<file path="config.mk">
export PLATFORM = sky130hd
export DESIGN_NAME = jtpopeye_obj_dma
export DESIGN_NICKNAME = d
export VERILOG_FILES = /design/src/rtl/jtpopeye_obj_pkg.sv /design/src/rtl/jtpopeye_edge_cen.sv /design/src/rtl/jtpopeye_obj_dma.sv
export SDC_FILE = /design/constraint.sdc
export NUM_CORES = 1
export LEC_CHECK = 0
export ABC_CLOCK_PERIOD_IN_PS = 5000
export CAP_MARGIN = 20
export CORE_AREA = 2 2 71 73
export DETAILED_ROUTE_END_ITERATION = 16
export DIE_AREA = 0 0 73 75
export GPL_TIMING_DRIVEN = 1
export PLACE_DENSITY = 0.81
export SLEW_MARGIN = 10
export SYNTH_ARGS = -nofsm -noshare
export SYNTH_HDL_FRONTEND = slang
export SYNTH_SLANG_ARGS = --single-unit
</file>
<file path="constraint.sdc">
create_clock -name clk -period 5 [get_ports clk]
set_clock_uncertainty 0.1 [all_clocks]
set_input_delay 1 -clock clk [delete_from_list [all_inputs] [get_ports clk]]
set_output_delay 1 -clock clk [all_outputs]
set_load 0.02 [all_outputs]
</file>
<file path="src/rtl/jtpopeye_obj_pkg.sv">
// jtpopeye_obj_pkg: shared types and widths for the object DMA sequencer.
package jtpopeye_obj_pkg;
    localparam int OBJ_AW = 10;
    typedef enum logic [2:0] {IDLE, REQ, XFER, DRAIN, DONE} state_t;
endpackage

</file>
<file path="src/rtl/jtpopeye_edge_cen.sv">
// jtpopeye_edge_cen: rising-edge detector whose history register only advances on cen.
module jtpopeye_edge_cen (
    input  logic clk,
    input  logic rst_n,
    input  logic cen,
    input  logic din,
    output logic rise
);
    logic dl;
    always_ff @(posedge clk or negedge rst_n)
        if (!rst_n) dl <= 1'b0;
        else if (cen) dl <= din;
    assign rise = din & ~dl;
endmodule

</file>
<file path="src/rtl/jtpopeye_obj_dma.sv">
// jtpopeye_obj_dma: copies LEN bytes of main RAM into the object buffer on each VB rise.
// Define JTPOPEYE_DMA_DBLBUF_EN to toggle obj_bank after every completed transfer.
module jtpopeye_obj_dma
    import jtpopeye_obj_pkg::*;
#(
    parameter int LEN   = 1024,
    parameter int START = 0
) (
    input  logic              clk,
    input  logic              rst_n,
    input  logic              cpu_cen,
    input  logic              VB,
    input  logic              busak_n,
    output logic              busrq_n,
    output logic              dma_cs,
    output logic [OBJ_AW-1:0] AD_DMA,
    input  logic [7:0]        DD_DMA,
    output logic              obj_we,
    output logic [OBJ_AW-1:0] obj_addr,
    output logic [7:0]        obj_data,
    output logic              obj_bank,
    output logic              busy
);
    localparam logic [OBJ_AW-1:0] ST   = OBJ_AW'(START);
    localparam logic [OBJ_AW-1:0] LAST = OBJ_AW'(LEN - 1);

    state_t state, nxt;
    logic start;
    logic [OBJ_AW-1:0] cnt;
    logic [7:0] lat;

    jtpopeye_edge_cen u_vb (
        .clk  (clk),
        .rst_n(rst_n),
        .cen  (cpu_cen),
        .din  (VB),
        .rise (start)
    );

    always_ff @(posedge clk or negedge rst_n)
        if (!rst_n) state <= IDLE;
        else if (cpu_cen) state <= nxt;

    always_comb begin
        nxt = state;
        case (state)
            IDLE:    nxt = start ? REQ : IDLE;
            REQ:     nxt = !busak_n ? XFER : !VB ? IDLE : REQ;
            XFER:    nxt = (!busak_n && cnt == LAST) ? DRAIN : XFER;
            DRAIN:   nxt = !busak_n ? DONE : DRAIN;
            DONE:    nxt = IDLE;
            default: nxt = IDLE;
        endcase
    end

    always_comb begin
        busy    = state != IDLE;
        busrq_n = ~busy;
        dma_cs  = state == XFER || state == DRAIN;
    end

    // lat holds the byte read in the previous active cycle, so a lost grant simply stalls the pipe
    always_ff @(posedge clk or negedge rst_n)
        if (!rst_n) begin
            AD_DMA   <= ST;
            cnt      <= '0;
            lat      <= '0;
            obj_we   <= 1'b0;
            obj_addr <= '0;
            obj_data <= '0;
        end else begin
            obj_we <= 1'b0;
            if (cpu_cen && !busak_n) begin
                if (state == REQ) begin
                    AD_DMA <= ST;
                    cnt    <= '0;
                end
                if (state == XFER) begin
                    AD_DMA <= AD_DMA + 1'b1;
                    cnt    <= cnt + 1'b1;
                    lat    <= DD_DMA;
                    if (cnt != '0) begin
                        obj_we   <= 1'b1;
                        obj_addr <= cnt - 1'b1;
                        obj_data <= lat;
                    end
                end
                if (state == DRAIN) begin
                    obj_we   <= 1'b1;
                    obj_addr <= LAST;
                    obj_data <= lat;
                end
            end
        end

`ifdef JTPOPEYE_DMA_DBLBUF_EN
    always_ff @(posedge clk or negedge rst_n)
        if (!rst_n) obj_bank <= 1'b0;
        else if (cpu_cen && state == DONE) obj_bank <= ~obj_bank;
`else
    assign obj_bank = 1'b0;
`endif
endmodule

</file>
Word-level counts from Yosys, hierarchy flattened:

Index checks and enable logic that the tools add are counted.
W data, S select, Z words.

* memory bits (read-only): 0
* latch bits: 0
* register bits: 51
* memories: 0
* RAM bits: 0
* bits of input ports: 13

* add/subtract/negate cells: 3
* magnitude comparators: 0
* shift operators: 0
* div/mod/pow operators: 0
* reduce and logical (&&, ||, !) cells: 13
* $mul: 0
* muxes and demuxes: 19
* bitwise operators: 3
* equality and inequality tests: 4

Operator list (number)
* $mux W10: 6
* $mux W8: 3
* $add A10 B1 Y10 const B: 2
* $pmux W3 S4: 1
* $eq A10 B10 Y1 const B: 1
* $reduce_bool A10 Y1: 1
* $sub A10 B1 Y10 const B: 1
* $mux W1: 7
* $eq A3 B2 Y1 const B: 2
* $reduce_bool A2 Y1: 3
* $reduce_and A2 Y1: 2
* $eq A3 B1 Y1 const B: 1
* $logic_not A3 Y1: 1
* $mux W3: 1
* $reduce_and A3 Y1: 1
* $reduce_bool A3 Y1: 1
* $logic_and A1 B1 Y1: 2
* $mux W2: 1
* $not A1 Y1: 2
* $and A1 B1 Y1: 1
* $logic_not A1 Y1: 1
* $logic_or A1 B1 Y1: 1

Logic depth before layout (Yosys ltp):

Gate-level depths: netlist of the first run.

* depth after elaboration: 5
* mapped depth: 8

By module:

From an unflattened synthesis of the first run, not the netlist that was laid out.

* cells, all modules: 246
* area, all modules: 2499.9 um^2

By module, submodules not included
* jtpopeye_obj_dma: cells each 243, times used 1, area an instance 2453.6 um^2, seq. area each 1251.2 um^2
* jtpopeye_edge_cen: cells each 3, times used 1, area an instance 46.3 um^2, seq. area each 25.0 um^2

Worst setup path after synthesis of the first run:

OpenSTA, ideal clock, no wires.

* kind: register -> output
* start point: register state[0]
* end point: output port busrq_n
* arrival: 1.257 ns
* data required time: 3.900 ns
* cell stages (with the launch flop): 4
* setup slack: 2.643 ns
* path through: dfrtp_1 -> buf_1 -> or3_1 -> inv_1

* word-level cells in the longest chain between the ends: 2

Ends and longest elaborated chain
* start, declared: RTL line jtpopeye_obj_dma.sv:27 `state_t state, nxt;`
* start signal, assigned: RTL line jtpopeye_obj_dma.sv:42 `else if (cpu_cen) state <= nxt;`
* $reduce_bool A3 Y1: RTL line jtpopeye_obj_dma.sv:57 `busy = state != IDLE;`
* via busy: RTL line jtpopeye_obj_dma.sv:22 `output logic busy`
* $not A1 Y1: RTL line jtpopeye_obj_dma.sv:58 `busrq_n = ~busy;`
* end, declared: RTL line jtpopeye_obj_dma.sv:14 `output logic busrq_n,`

The timed path passes the listed nets, and every way through them passes these cells.

Final worst setup path of the first run:

* start point: register state[0]
* end point: output port busrq_n

* word-level cells in the longest chain between the ends: 2

Ends and longest elaborated chain (RTL line)
* $reduce_bool A3 Y1: jtpopeye_obj_dma.sv:57
* $not A1 Y1: jtpopeye_obj_dma.sv:58

No other way between the ends.

==> results of run 1 <==
[worst max-delay path, cell delays in order, from the launching register on]
cell,delay [ns]
dfrtp_1,0.64
or3_1,0.47
inv_1,0.06
clkdlybuf4s50_1,0.59
[logic make-up after synthesis]
logic type	after synthesis	share of synthesized area (%)
XOR/XNOR	8	2.80
multiplexers	15	7.65
AO/OA/AOI/OAI	52	12.5
other	1	0.150
flip-flops	51	51.0
adder cells (fa/ha/maj)	3	1.50
buffers and inverters	21	4.40
AND/OR/NAND/NOR	96	20.0
[per-layer routing]
metal | vias to the layer above | wire length (um) | GRT usage, %
met2 | 61 | 2440 | 31.4
met3 | 4 | 238 | 4.28
li1 | 947 | - | -
met5 | - | 0 | 0
met1 | 937 | 2360 | 28.0
met4 | 0 | 36 | 5.35
[power by group]
| part | internal, uW | leakage, uW | switching [uW] |
|---|---|---|---|
| Sequential | 535 | 0.000647 | 109 |
| Combinational | 329 | 0.000672 | 349 |
| Clock | 146 | 0.0000502 | 131 |
[metrics by stage]
step / total power (uW) / setup slack, ns / instances / util (%)
after detailed placement: 1330 / 1.61 / 333 / 62.9
after global routing: 1700 / 1.75 / 340 / 65.2
after global placement: 1300 / 1.70 / 333 / 62.9
after CTS: 1610 / 1.83 / 340 / 65.2
after floorplan: 1060 / 2.64 / 247 / -
final: 1600 / 1.83 / 340 / 65.2
[worst max-delay path by stage]
stage,startpoint,to,slack (ns),depth (start not counted)
6_report,state[0],busrq_n,1.83,3
5_1_grt,state[0],busrq_n,1.75,3
4_1_cts,state[0],busrq_n,1.83,3
3_5_place_dp,busak_n,obj_data[7],1.61,4
3_3_place_gp,busak_n,obj_data[7],1.70,4
2_1_floorplan,state[0],busrq_n,2.64,3
[state kept, by name, indices dropped and copies added, names as in the netlist]
signal	flops
u_vb.dl	1
state	3
lat	8
obj_data	8
cnt	10
obj_we	1
AD_DMA	10
obj_addr	10
[layout make-up]
type / instances / area share (%)
clock buffer: 5 / 2.26
clock inverter: 2 / 1.24
inverter: 8 / 0.988
multi-input combinational: 175 / 36.7
sequential: 51 / 42.0
tap: 54 / 2.22
timing repair buffer: 45 / 14.6
[cells in the final DEF (no fill, tap or decap), types with 6 or more instances in the layout]
master	instances
mux2_4	8
a31oi_1	10
o21ai_0	12
inv_1	8
clkdlybuf4s50_1	43
a21oi_1	19
nand3_1	10
nand2_1	44
mux2i_1	6
nor2_1	9
dfrtp_1	51
==> metrics, run 1 <==
Skew-Pair Late Insertion Delay about 0.3 ns; initial DRC count 149; CP startpoint kind register; hpwl dp 3430 um; maximum clock insertion buffer count 2; number of synthesized flops with an enable pin 0; final worst path period need roughly 3.2 ns; CTS sink count around 50; reg2reg setup slack 2.20 ns; status finished clean; share of the synthesized area in the top cell type ~50%; DIE AREA 5480 sq um; CP required around 4 ns; most common cell in the netlist dfrtp_1; drc violations 0; gr usage total 19.9%; worst slew pin tran 0.832 ns; FF/Latch Area 1280 sq um; Initial Util 53.7%; WHS Path Cells 1; footprint of the multi-input gates between 1000 and 1500 sq um; Mapped Avg Cell Area 10.1 sq um; top_reg_cell synth dfrtp_1; largest net degree at the start of global routing between 50 and 60; synth top area cells dfrtp_1 51%, nand2_1 6.6%, mux2_4 4.8%, a21oi_1 3.8%, a31oi_1 2.5%; flops & latches, synth 51; Worst R2R End obj_data[7]; Max IR drop VDD 0.237 mV; Clock transition at path regs 0.09 ns; remaining antenna violation count 0; Fin Hold WS 0.387 ns; CTS Root Cell clkbuf_8; # diodes 0; max-slew violations 0; final hold violations 0; Peak Freq 0.315 GHz; min-delay src AD_DMA[9]; final wirelength a little over 5000 um; CTS Buf Count 5; Mapped Cells 247; FP Rows 25; DRT Pass-1 Iters 4; pwr dens between 500 and 600 nW/um^2; initial antenna violation count 0; first-pass GRT wire length roughly 8600 um; ratio of cells with drive above 1 in the final layout 8.74%; Synth top cells by count 51 x dfrtp_1, 44 x nand2_1, 19 x a21oi_1; via count 1949; final setup TNS 0 ns; syn nets between 200 and 300; global route overflow 0; H-tree levels 2; area grow syn2layout 21.4%; Hold Crit Class register to register; via/cell ratio 5.73; post-synthesis cell area roughly 2500 sq um; Synth area leader dfrtp_1; Placed Instance Area 2930 sq um; Post-CTS Setup Bufs 0; Synth cell types 47; RSZ-0062 raised after global routing false; crit end category output port; CP Max Fanout 22; Die W 73 um; vias in the first global route between 1500 and 2000; fill cell count about 380; I/O pin cnt 46; Hold Buf Count CTS 0; Reg2Reg Launch Point cnt[0]; Setup CP Type register to output port; Placer Congestion 0.824; maxcap violations 0; Max-slew headroom approximately 43%; WHS Endpoint AD_DMA[9]; post-synthesis sequential area ratio 51.0%; Die H 75 um; final instance area 3040 sq um; Async SR Flop Fraction 100%; crit path DAT 2.07 ns; Layout Nets 302; post-cts resize count 0; Port Buffers 44; Core ar. 4660 sq um; R2R cell count 6; final setup fails 0; Tcrit/Tclk final 63.4%; leak pwr 0.00137 uW; WL/cell 14.9 um; Syn. warnings 0; CTS tree done
Power figures use the tool's default switching activity.
==> run 2: changes to the inputs <==
Settings changed: ABC_CLOCK_PERIOD_IN_PS 5000 to 3300, CORE_AREA 2 2 71 73 to 2 2 73 75, DIE_AREA 0 0 73 75 to 0 0 75 77, PLACE_DENSITY 0.81 to 0.77.
Clock period 5 ns to 3.3 ns, I/O delays scaled along.
==> metrics, run 2 (synthesis gave the netlist of run 1 again) <==
status finished clean; DRT Pass-1 Iters 4 (unchanged); gr usage total 20.3% (+0.44 points); H-tree levels 2 (unchanged); via/cell ratio 5.47 (-4.5%); # diodes 0 (unchanged); first-pass GRT wire length 9270 um (+8.1%); leak pwr 0.00140 uW (+2.4%); RSZ-0062 raised after global routing false; max-slew violations 0 (unchanged); CTS Buf Count 5 (unchanged); Post-CTS Setup Bufs 0 (unchanged); remaining antenna violation count 0 (unchanged); drc violations 0 (unchanged); reg2reg setup slack 0.94 ns (-1.26 ns); pwr dens 773 nW/um^2 (+47%); Layout Nets 309 (+2.3%); final setup TNS 0 ns (unchanged); Die H 77 um (+2.7%); CTS sink count 51 (unchanged); Clock transition at path regs 0.09 ns (about the same); cells along the critical path buf_4, or3_1, inv_1, clkdlybuf4s50_1; slowest CP cell clkdlybuf4s50_1; final wirelength 5300 um (+4.3%); I/O pin cnt 46 (unchanged); Port Buffers 44 (unchanged); maximum clock insertion buffer count 2 (unchanged); Placed Instance Area 3010 sq um (+2.5%); Worst R2R End obj_data[7]; Max IR drop VDD 0.374 mV (+58%); largest net degree at the start of global routing 37 (-29%); CTS tree done; final instance area 3090 sq um (+1.8%); Placer Congestion 0.806 (-2.2%); initial antenna violation count 0 (unchanged); commonest non-fill, non-tap cell in the layout dfrtp_1; ratio of cells with drive above 1 in the final layout 11.2% (+2.5 points); Hold Buf Count CTS 0 (unchanged); Skew-Pair Late Insertion Delay 0.31 ns (about the same); hpwl dp 3680 um (+7.2%); vias in the first global route 1970 (+8.1%); crit path DAT 1.92 ns (-0.15 ns); final setup fails 0 (unchanged); Core ar. 4980 sq um (+6.8%); Max-slew headroom 60.3% (+17 points); DIE AREA 5780 sq um (+5.5%); final worst slack 0.616 ns (-1.21 ns); commonest cells after routing, fill and taps aside 51 x dfrtp_1, 44 x nand2_1, 43 x clkdlybuf4s50_1, 19 x a21oi_1, 12 x o21ai_0; Setup CP Type register to output port; Peak Freq 0.373 GHz; fill cell count 430 (+14%); WL/cell 14.6 um (-2.6%); worst slew pin tran 0.595 ns (-0.237 ns); biggest regs AD_DMA (10), cnt (10), obj_addr (10); Fin Hold WS 0.154 ns (-0.233 ns); pre-CTS WS 0.599 ns (-1.01 ns); R2R cell count 7 (+1); footprint of the multi-input gates 1120 sq um (unchanged); initial DRC count 164 (+10%); Tcrit/Tclk final 81.3%; Hold Crit Class input pin to asynchronous set/reset pin; Die W 75 um (+2.7%); FF/Latch Area 1280 sq um (unchanged); CP startpoint kind register; FP Rows 26 (+4.0%); Crit path largest cell delay 0.59 ns (-0.05 ns); global route overflow 0 (unchanged); final hold violations 0 (unchanged); area grow syn2layout 23.6%; CTS Root Cell clkbuf_8; post-cts resize count 0 (unchanged); final worst path period need 2.68 ns; crit end category output port; CP required 2.54 ns (-1.36 ns); Reg2Reg Launch Point cnt[0]; maxcap violations 0 (unchanged); CP Max Fanout 22 (unchanged); Initial Util 50.3% (-3.4 points); via count 1992 (+2.2%)
run 2: cell types whose count changed in the layout (fill, tap and decap cells not counted), sizes merged:
cell	before	now
clkinvlp	1	0
bufinv	1	0
inv	8	9
buf	2	9
clkinv	0	2
run 2: worst max-delay path, delay by kind of cell, from the launching register on:
family                 cells  cell delay [ns]
buffers and inverters      3             0.86
and+or+nand+nor            1             0.38
DFF                        1             0.37
run 2: layer usage:
metal	share of wire (%)	GRT usage [%]	routed length, um	up-vias
met4	0.91	6.07	48	0
met2	47	30.9	2470	53
met5	0	0	0	-
met1	48	29.1	2540	968
li1	-	-	-	965
met3	4.6	4.34	244	6
run 2: worst max path at each step:
stage	start	end	slack, ns	depth (start not counted)
5_1_grt	state[0]	busrq_n	0.54	4
4_1_cts	state[0]	busrq_n	0.60	4
3_5_place_dp	busak_n	AD_DMA[9]	0.60	5
6_report	state[0]	busrq_n	0.62	4
2_1_floorplan	state[0]	busrq_n	1.28	3
3_3_place_gp	busak_n	obj_data[7]	0.66	4
run 2: power breakdown:
group	switching (uW)	internal, uW
Sequential	142	811
Combinational	551	524
Clock	214	150
run 2: final cells by class:
class	count	share of cell area, %
Tap cell	70	2.83
Timing Repair Buffer	52	16.0
Multi-Input combinational cell	175	36.1
Clock buffer	5	2.22
Clock inverter	3	0.607
Sequential cell	51	41.3
Inverter	8	0.971
run 2: per-stage QoR:
stage | util (%) | cells | total power (uW)
after detailed placement | 60.4 | 356 | 2050
after floorplan | - | 247 | 1610
final | 62.1 | 364 | 2390
after global placement | 60.4 | 356 | 2010
after CTS | 62.1 | 364 | 2410
after global routing | 62.1 | 364 | 2570
==> edit 1 (settings of run 2) <==
Build with the macro `JTPOPEYE_DMA_DBLBUF_EN` defined.
--- a/src/rtl/jtpopeye_obj_dma.sv
+++ b/src/rtl/jtpopeye_obj_dma.sv
@@ -1,5 +1,7 @@
 // jtpopeye_obj_dma: copies LEN bytes of main RAM into the object buffer on each VB rise.
 // Define JTPOPEYE_DMA_DBLBUF_EN to toggle obj_bank after every completed transfer.
+`define JTPOPEYE_DMA_DBLBUF_EN
+
 module jtpopeye_obj_dma
     import jtpopeye_obj_pkg::*;
 #(
Behaviour: no difference found for any inputs over 10 cycles, from zero or initial values and one cycle with rst_n low; that may be too few to reach the edited logic, so the function may still have changed.
==> edit 1 against run 2 <==
Routed wire length fell by 11%; setup slack got worse by 0.0058 ns; critical path depth fell by 1; final area fell by 0.61%; synthesized area rose by 2.2%; register-to-register slack improved by 0.22 ns; sequential cell count rose by 1; power fell by 7.8%.
==> edit 1: results (changes against run 2) <==
| Metric | Value |
|---|---|
| Post-synthesis sequential area ratio | `50.9% (was 51.0%)` |
| Mux cell area share after synthesis | `11.5% (was 7.65%)` |
| Vias post-DR | `1806 (was 1992)` |
| Final nets | `282 (was 309)` |
| Synth area leaders | `dfrtp_1 (51%), mux2_2 (4.8%), mux2_1 (3.5%) (was dfrtp_1 (51%), nand2_1 (6.6%), mux2_4 (4.8%))` |
| Adder-cell share of the synthesized area | `1.47% (was 1.50%)` |
| Share of post-route cells with drive strength above 1 | `12.7% (was 11.2%)` |
| Largest net degree at the start of global routing | `33 (was 37)` |
| Post-synthesis compound-gate area fraction | `8.27% (was 12.5%)` |
| Crit-path max FO | `14 (was 22)` |
| Register-to-Register Path Depth | `6 (was 7)` |
| First-pass GRT wire length | `8.05 mm (was 9.27 mm)` |
| Status | `finished clean (unchanged)` |
| Synth Area in XOR/XNOR | `3.77% (was 2.80%)` |
| Port bufs | `45 (was 44)` |
| Vias in the first global route | `1743 (was 1970)` |
| Routed WL | `4.70 mm (was 5.30 mm)` |
| Iteration-0 DRC Markers | `63 (was 164)` |
| Switching Power | `787 uW (was 906 uW)` |
| Vias per Instance | `5.36 (was 5.47)` |
| Max-slew headroom | `52.6% (was 60.3%)` |
| Leak | `0.00128 uW (was 0.00140 uW)` |
| RePlAce Congestion | `0.847 (was 0.806)` |
| Inst Count DP | `329 (was 356)` |
| Synthesized net count | `241 (was 263)` |
| Synthesized area per cell | `11.4 um^2 (was 10.1 um^2)` |
| Top post-synthesis cells by count | `dfrtp_1 (52), nor2_1 (21), nand2_1 (16), mux2_2 (11), a31oi_1 (10) (was dfrtp_1 (51), nand2_1 (44), a21oi_1 (19), o21ai_0 (12))` |
edit 1: final cells by class:
cell class	count	share of cell area, %
well taps	70	2.85
flip-flops and latches	52	42.3
repair buffers	48	15.2
inverters	8	0.977
clock buffers	5	2.24
clock inverters	3	0.814
multi-input cells	151	35.6
edit 1: per-stage QoR:
stage               total power (uW)  area [um^2]  utilization, %
floorplan                       1480         2560               -
global placement                1830         2980            59.9
detailed placement              1850         2980            59.9
CTS                             2230         3070            61.8
global route                    2350         3070            61.8
finish                          2200         3070            61.8
edit 1: critical path, cell delays in order, from the launching register on:
cell and delay [ns]:
dfrtp_1 0.65, inv_1 0.21, nand3_1 0.15, clkdlybuf4s50_1 0.61
edit 1: layer usage:
layer	share of wire, %	global-route usage, %	vias up
met1	47	23.3	877
met3	3.7	3.55	7
met5	0	0	-
met2	49	29.5	37
li1	-	-	885
met4	1.1	5.36	0
edit 1: cells by family after synthesis:
kind of cell               after synthesis
AOI/OAI and AO/OA                       32
xor gates and xnor gates                11
adders and majority gates                3
buffers and inverters                   22
DFF                                     52
muxes                                   27
and+or+nand+nor                         78
edit 1: final timing paths:
| path | start | slack, ns | end |
|---|---|---|---|
| min reg2reg | obj_bank | 0.37 | obj_bank |
| min in group clk | obj_bank | 0.37 | obj_bank |
| max reg2reg | cnt[0] | 1.16 | obj_data[3] |
| max | state[0] | 0.61 | busy |
| max in group asynchronous | rst_n | 2.17 | cnt[1] |
| min | rst_n | 0.18 | state[0] |
edit 1: power by group through the flow:
stage	Combinational (uW)	Sequential [uW]	Clock, uW
2_1_floorplan	365	1120	0
3_3_place_gp	844	985	0
3_5_place_dp	855	995	0
4_1_cts	859	983	385
5_1_grt	928	1010	408
6_report	847	981	376
==> edit 2 (flow settings as in run 2) <==
Made on the original files. The 5 states of `state_t` get a one-hot encoding in 5 bits.
--- a/src/rtl/jtpopeye_obj_pkg.sv
+++ b/src/rtl/jtpopeye_obj_pkg.sv
@@ -1,6 +1,6 @@
 // jtpopeye_obj_pkg: shared types and widths for the object DMA sequencer.
 package jtpopeye_obj_pkg;
     localparam int OBJ_AW = 10;
-    typedef enum logic [2:0] {IDLE, REQ, XFER, DRAIN, DONE} state_t;
+    typedef enum logic [4:0] {IDLE = 5'b00001, REQ = 5'b00010, XFER = 5'b00100, DRAIN = 5'b01000, DONE = 5'b10000} state_t;
 endpackage
 
Function: same outputs for any inputs over 10 cycles, from zero or initial values and one cycle with rst_n low; not proved beyond that.
==> edit 2 against run 2 <==
Synthesized area rose by 9.8%; sequential cell count rose by 2; routed wire length rose by 11%; final area rose by 7.9%; cell count rose by 3.8%; setup slack got worse by 0.29 ns; synthesized cell count rose by 7.7%; largest cell class unchanged.
Power is not compared: it rests on default switching activity, and its combinational part moved more than twofold at a synthesized area within 25%.
==> edit 2: results (changes against run 2) <==
| Metric | Value |
|---|---|
| Top post-synthesis cells by count | `dfrtp_1 (52), nand2_1 (43), inv_1 (16), nand3_1 (11), mux2_2 (10) (was dfrtp_1 (51), nand2_1 (44), a21oi_1 (19), o21ai_0 (12))` |
| HPWL Detailed | `4.12 mm (was 3.68 mm)` |
| Biggest regs | `AD_DMA: 10 flops, cnt: 10 flops, obj_addr: 10 flops (unchanged)` |
| Clock tree buffer depth | `2 (unchanged)` |
| Layout Cells excl Fill | `378 (was 364)` |
| Iteration-0 DRC Markers | `126 (was 164)` |
| Cts repair resizes | `0 (unchanged)` |
| Inst Count DP | `370 (was 356)` |
| Post-synthesis sequential area ratio | `48.3% (was 51.0%)` |
| Vias per Instance | `5.70 (was 5.47)` |
| CTS clk-pin slew, worst paths | `around 0.1 ns` |
| Initial DRT Pass Iterations | `4 (unchanged)` |
| Synth Area in XOR/XNOR | `1.59% (was 2.80%)` |
| Final nets | `323 (was 309)` |
| Slowest-stage cell, CP | `dfstp_2 (was clkdlybuf4s50_1)` |
| Port bufs | `44 (unchanged)` |
| Synth cell types | `57 (was 47)` |
| N_diodes | `0 (unchanged)` |
| Warnings, synthesis | `0 (unchanged)` |
| Inserted Clock Buffers | `5 (unchanged)` |
| Crit-path max FO | `5 (was 22)` |
| Largest net degree at the start of global routing | `39 (was 37)` |
| Slowest stage delay, CP | `roughly 0.6 ns` |
| FFs w/ async S/R, synth | `100% (unchanged)` |
| Worst slew pin tran | `0.551 ns (was 0.595 ns)` |
| Reg2reg setup slack | `0.92 ns (was 0.94 ns)` |
| Post-CTS setup buffers | `0 (unchanged)` |
| Synth area leaders | `dfrtp_1 (47%), nand2_1 (5.9%), mux2_2 (4.1%) (was dfrtp_1 (51%), nand2_1 (6.6%), mux2_4 (4.8%))` |
| Synth Instances | `266 (was 247)` |
| Crit path DAT | `2.21 ns (was 1.92 ns)` |
| First-pass GRT wire length | `10.3 mm (was 9.27 mm)` |
| Initial antenna violation count | `0 (unchanged)` |
| Adder-cell share of the synthesized area | `1.37% (was 1.50%)` |
| Clk root buf | `clkbuf_8 (unchanged)` |
| Clk_lat worst skew | `~0.30 ns` |
| H-tree levels | `2 (unchanged)` |
| Post-synthesis compound-gate area fraction | `14.8% (was 12.5%)` |
| VDD IR-drop max | `0.359 mV` |
| Share of post-route cells with drive strength above 1 | `13.0% (was 11.2%)` |
| Mux cell area share after synthesis | `8.28% (was 7.65%)` |
| Status | `finished clean (unchanged)` |
| Fill cells | `390 (was 430)` |
| Wire length per cell | `15.6 um (was 14.6 um)` |
| Gr usage total | `23.2% (was 20.3%)` |
| RePlAce Congestion | `0.783 (was 0.806)` |
| Vias in the first global route | `2151 (was 1970)` |
| Synthesized net count | `282 (was 263)` |
| Hold Crit Class | `input port to async pin (unchanged)` |
| Hold Slack | `0.155 ns (was 0.154 ns)` |
| Leak | `0.00151 uW` |
-- edit 2: final timing paths --
path / depth (start not counted) / startpoint / end
setup / recovery: 4 / state[0] / busrq_n
hold / removal: 1 / rst_n / AD_DMA[6]
setup reg to reg: 7 / cnt[0] / obj_addr[5]
hold reg to reg: 1 / AD_DMA[9] / AD_DMA[9]
max in group asynchronous: 2 / rst_n / obj_addr[7]
min in group clk: 1 / AD_DMA[9] / AD_DMA[9]
-- edit 2: worst max-delay path, delay by kind of cell, from the launching register on --
kind | cells | cell delay (ns)
buffers and inverters | 2 | 0.68
and+or+nand+nor | 2 | 0.63
DFF | 1 | 0.60
-- edit 2: kinds of logic (layout without fill, tap and decap cells) --
| family | after synthesis | in the layout |
|---|---|---|
| AOI/OAI and AO/OA | 54 | 54 |
| muxes | 19 | 19 |
| buffers and inverters | 34 | 76 |
| and+or+nand+nor | 97 | 97 |
| other | 1 | 1 |
| adders and majority gates | 3 | 3 |
| DFF | 53 | 53 |
| xor gates and xnor gates | 5 | 5 |
-- edit 2: power by group --
| group | switching (uW) | internal [uW] | leakage, uW |
|---|---|---|---|
| clock network | 208 | 228 | 0.0000554 |
| logic | 267 | 249 | 0.000749 |
| registers | 113 | 730 | 0.000709 |
-- edit 2: layer usage --
layer,global-route usage (%),share of wire (%),vias up
met2,34.0,47,54
li1,-,-,1040
met3,4.07,4.0,11
met1,34.1,47,1048
met5,0,0,-
met4,8.93,2.0,0
-- edit 2: final cells by class --
class	count	area (um^2)	area share [%]
sequential	53	1330	39.8
multi-input combinational	179	1260	37.6
timing repair buffer	52	495	14.8
tap	70	87.6	2.62
clock buffer	6	72.6	2.17
inverter	16	60.1	1.80
clock inverter	2	38.8	1.16
-- edit 2: stage by stage --
| step | power, uW | util (%) | instance area (um^2) | setup WS (ns) |
|---|---|---|---|---|
| 2_1_floorplan | 1170 | - | 2750 | 1.06 |
| 3_3_place_gp | 1350 | 64.8 | 3230 | 0.683 |
| 6_report | 1790 | 67.1 | 3340 | 0.330 |
| 3_5_place_dp | 1370 | 64.8 | 3230 | 0.615 |
| 4_1_cts | 1810 | 67.1 | 3340 | 0.330 |
| 5_1_grt | 1900 | 67.1 | 3340 | 0.109 |
